File: config.mk
export PLATFORM = sky130hd
export DESIGN_NAME = mem_port_arbiter
export DESIGN_NICKNAME = d
export VERILOG_FILES = /design/src/rtl/mem_port_arbiter.sv
export SDC_FILE = /design/constraint.sdc
export NUM_CORES = 1
export LEC_CHECK = 0
export ABC_CLOCK_PERIOD_IN_PS = 1810
export BUFFER_PORTS_ARGS = -buffer_cell sky130_fd_sc_hd__buf_2
export CAP_MARGIN = 0
export CORE_ASPECT_RATIO = 0.5
export CORE_MARGIN = 1.5
export CORE_UTILIZATION = 28
export CTS_BUF_LIST = sky130_fd_sc_hd__clkbuf_2
export CTS_CLUSTER_SIZE = 20
export DETAILED_ROUTE_END_ITERATION = 8
export HOLD_SLACK_MARGIN = 0.1
export MAX_ROUTING_LAYER = met4
export PLACE_DENSITY_LB_ADDON = 0.15
export SLEW_MARGIN = 20
export SYNTH_ARGS = -nofsm -noshare
export SYNTH_HDL_FRONTEND = slang
export SYNTH_SLANG_ARGS = --single-unit
File: constraint.sdc
create_clock -name Clock -period 1.81 [get_ports Clock]
set_input_delay 0.181 -clock Clock [delete_from_list [all_inputs] [get_ports Clock]]
set_output_delay 0.181 -clock Clock [all_outputs]
set_load 0.02 [all_outputs]
File: src/rtl/mem_port_arbiter.sv
// Single-port memory arbiter: CPU has fixed priority, I/O is guaranteed a slot
// after MAX_WAIT lost cycles. Acks return RD_LAT cycles after each grant.
module mem_port_arbiter #(
  parameter int AW       = 16,
  parameter int DW       = 16,
  parameter int RD_LAT   = 1,
  parameter int MAX_WAIT = 4
) (
  input  logic          Clock,
  input  logic          Reset,
  input  logic          CpuReq,
  input  logic          CpuWE,
  input  logic [AW-1:0] CpuAddr,
  input  logic [DW-1:0] CpuWData,
  output logic          CpuGrant,
  output logic          CpuAck,
  output logic [DW-1:0] CpuRData,
  output logic          CpuStall,
  input  logic          IoReq,
  input  logic          IoWE,
  input  logic [AW-1:0] IoAddr,
  input  logic [DW-1:0] IoWData,
  output logic          IoGrant,
  output logic          IoAck,
  output logic [DW-1:0] IoRData,
  output logic [AW-1:0] MemAddr,
  output logic [DW-1:0] MemWData,
  output logic          MemWE,
  input  logic [DW-1:0] MemRData,
  output logic          IoStarved
);

  localparam logic [3:0] WaitMax = 4'(MAX_WAIT);

  logic [3:0]        wait_cnt_q, wait_cnt_d;
  logic [RD_LAT-1:0] ack_vld_q, ack_vld_d;
  logic [RD_LAT-1:0] ack_io_q, ack_io_d;
  logic              starved, io_win, cpu_win, ack_vld, ack_io;

  always_comb begin
    starved    = (wait_cnt_q == WaitMax);
    io_win     = Reset & IoReq & (~CpuReq | starved);
    cpu_win    = Reset & CpuReq & ~io_win;
    wait_cnt_d = '0;
    if (IoReq && !io_win) begin
      wait_cnt_d = starved ? wait_cnt_q : wait_cnt_q + 4'd1;
    end
    // Stage 0 captures this cycle's grant; the last stage is the ack slot.
    ack_vld_d = (ack_vld_q << 1) | RD_LAT'(cpu_win | io_win);
    ack_io_d  = (ack_io_q << 1) | RD_LAT'(io_win);
    ack_vld   = Reset & ack_vld_q[RD_LAT-1];
    ack_io    = ack_io_q[RD_LAT-1];
  end

  always_ff @(posedge Clock) begin
    if (!Reset) begin
      wait_cnt_q <= '0;
      ack_vld_q  <= '0;
      ack_io_q   <= '0;
    end else begin
      wait_cnt_q <= wait_cnt_d;
      ack_vld_q  <= ack_vld_d;
      ack_io_q   <= ack_io_d;
    end
  end

  // Everything is forced quiet while Reset is low, including the stall.
  assign CpuGrant  = cpu_win;
  assign IoGrant   = io_win;
  assign CpuStall  = Reset & CpuReq & ~cpu_win;
  assign IoStarved = Reset & starved;

  assign CpuAck    = ack_vld & ~ack_io;
  assign IoAck     = ack_vld & ack_io;
  assign CpuRData  = CpuAck ? MemRData : '0;
  assign IoRData   = IoAck ? MemRData : '0;

  assign MemWE     = (cpu_win & CpuWE) | (io_win & IoWE);
  assign MemAddr   = cpu_win ? CpuAddr  : (io_win ? IoAddr  : '0);
  assign MemWData  = cpu_win ? CpuWData : (io_win ? IoWData : '0);

endmodule

==> impl_metrics.json <==
{
  "synth_area_sq_um": 895,
  "drt_iter0_drc": 41,
  "r2r_end": "wait_cnt_q[2]",
  "required_ns": 1.63,
  "yosys-top-cells-area": "and2_1, a22o_1, dfxtp_1",
  "syn_inst": 106,
  "root_buffer": "clkbuf_2",
  "fillers": 247,
  "violations": "negative setup slack",
  "area_growth_pct": 139,
  "endpoint_kind": "primary output",
  "yosysTopAreaCell": "and2_1",
  "yosysTopAreaCellShare": 0.231,
  "cpPeakStageDelay_ns": 0.33,
  "rr_worst_depth": 5,
  "final.setup.tns_ns": -1.71,
  "grt_first_pass_wirelength_um": 5520,
  "cp.arrival_ns": 1.71,
  "routed_wl_um": 3940,
  "crit_end": "MemWData[4]",
  "cts.sinks": 6,
  "rrSetupSlack_ns": 0.78,
  "fin_util": 0.707,
  "coreArea_sq_um": 3030,
  "grt_max_degree": 24,
  "fp-row-count": 14,
  "drv_slew": 0,
  "yosysUniqueCellTypes": 20,
  "dpl.hpwl_um": 2740,
  "die_x_um": 82.9,
  "path_class": "register to primary output",
  "vias": 1424,
  "ys_seq_area_frac": 0.134,
  "cts_buffers": 3,
  "drc_errors": 0,
  "rsz0062_at_grt": "true",
  "r2r_start": "wait_cnt_q[1]",
  "crit_family": "buffers and inverters",
  "holdWs_ns": 0.235,
  "clock_path_buffers": 2,
  "path_buf_inv": 4,
  "cp_max_fo": 6,
  "p_leak_nw": 1.25,
  "initial_core_util": 0.295,
  "cts-htree-levels": 1,
  "tightest_slew_ns": 0.399,
  "drive_gt1_frac": 0.717,
  "clock.fmax_mhz": 529,
  "yosysMostFrequentCell": "and2_1",
  "antenna_found_initial": 0,
  "place_congestion": 0.736,
  "holdBufCountCts": 0,
  "period_share": 1.04,
  "status": "complete, but fails checks",
  "syn_area_per_cell_sq_um": 8.44,
  "finalClockSkew_ns": 0.00963,
  "tritoncts": "built",
  "synth-seq-cells": 6,
  "grt_use_total": 0.193,
  "fin_area_sq_um": 2140,
  "placed_area_sq_um": 1710,
  "hold_class": "input port to register",
  "ant_nets": 0,
  "nNetsFinal": 362,
  "overflow": 0,
  "fin_total_pwr_mw": 0.692,
  "syn_nets": 194,
  "critical_path.cell_chain": "inv_2 > ha_4 > and3b_2 > a21oi_4 > buf_12 > buf_8 > a22o_1 > buf_6",
  "first_global_vias": 1219,
  "async_flop_share": 0,
  "firstDrtPassIters": 4,
  "ys_warn_count": 0,
  "final_hold_viol_count": 0,
  "io_buffers": 156,
  "viasPerCell": 4.56,
  "crit_start": "wait_cnt_q[1]",
  "synth_commonest_cells": "and2_1, a22o_1, a22o_2, buf_6, dfxtp_1",
  "dieArea_sq_um": 3560,
  "synth_top_flop_cell": "dfxtp_1",
  "avgRoutedWirePerCell_um": 12.6,
  "period_needed_ns": 1.89,
  "num_io_pins": 157,
  "clk_pin_slew_ns": 0.07,
  "cp.depth": 8,
  "ir_drop_uv": 163,
  "start_kind": "register",
  "slowest_stage": "dfxtp_2",
  "setup_viol": 33,
  "die_y_um": 43.0,
  "synth-edff-count": 0,
  "powerDensity_nw_per_um2": 323,
  "antenna_cells": 0,
  "fin_ws_ns": -0.0794,
  "slew_headroom": 0.734,
  "clk_latency_ns": 0.23,
  "max_cap_viol_count": 0
}
[metrics by stage]
stage / instances / setup WS [ns]
after global routing: 312 / -0.176
final: 312 / -0.0794
after CTS: 307 / -0.0512
after detailed placement: 299 / 0.0875
after global placement: 299 / 0.138
after floorplan: 106 / 0.119
[worst min-delay path by stage]
stage	startpoint	endpoint	cells after the start
global route	CpuReq	ack_io	2
detailed placement	CpuReq	ack_io	2
CTS	CpuReq	ack_io	2
floorplan	CpuReq	ack_io	1
finish	CpuReq	ack_io	2
global placement	CpuReq	ack_io	2
[logic make-up (layout without fill, tap and decap cells)]
family,count (synthesis),after routing,synth area share
fa+ha+maj,2,2,0.0280
compound gates,37,37,0.389
buf+inv,12,178,0.105
xor+xnor,2,2,0.0196
flops,6,6,0.134
simple gates,47,47,0.324
[timing repair]
action                                  4_1_cts  5_1_grt
endpoints found under the hold margin         0        0
gates resized for setup                      67       12
pin swaps                                     5        4
endpoints found under the setup margin       33       35
buffers inserted                              3        3
cloned                                        2        3
[sequential cells by signal, summed over array words and instances (netlist names)]
signal and count:
wait_cnt_q 4, ack_io 1, ack_vld_q 1
[metal layers]
| layer | up-vias | global-route usage | wire [um] |
|---|---|---|---|
| li1 | 718 | - | - |
| met1 | 635 | 0.204 | 1580 |
| met2 | 67 | 0.366 | 2100 |
| met3 | 4 | 0.0545 | 241 |
| met4 | 0 | 0.0433 | 23 |
| met5 | - | - | 0 |
[cell type report]
class,count,area (sq um),area share
multi-input cells,88,738,0.345
clock buffers,3,15.0,0.00701
repair buffers,172,1200,0.563
inverters,3,11.3,0.00526
well taps,40,50.0,0.0234
flip-flops and latches,6,123,0.0572
[worst reg2reg max path: cells and delay by family (launching register included)]
family	cells	cell delay, ns
flip-flops	1	0.33
adder cells (fa/ha/maj)	1	0.16
AND/OR/NAND/NOR	3	0.44
buffers and inverters	1	0.04
[layout by cell type (no fill, tap or decap), drive strengths merged]
cell type and n:
buf 169, and2 33, a22o 33, dfxtp 6, clkbuf 6, nor2 5, nand2 3, inv 3
a21oi 3, and3 2, ha 2, nand3b 1, and3b 1, nand4 1, xnor2 1, nand3 1
xor2 1, o21a 1
[where the power goes]
part           total, mW  internal, mW  switching, mW
registers          0.138         0.136        0.00176
clock network     0.0960        0.0449         0.0510
logic              0.458         0.249          0.209
No activity file was read; power rests on OpenSTA's default activity.
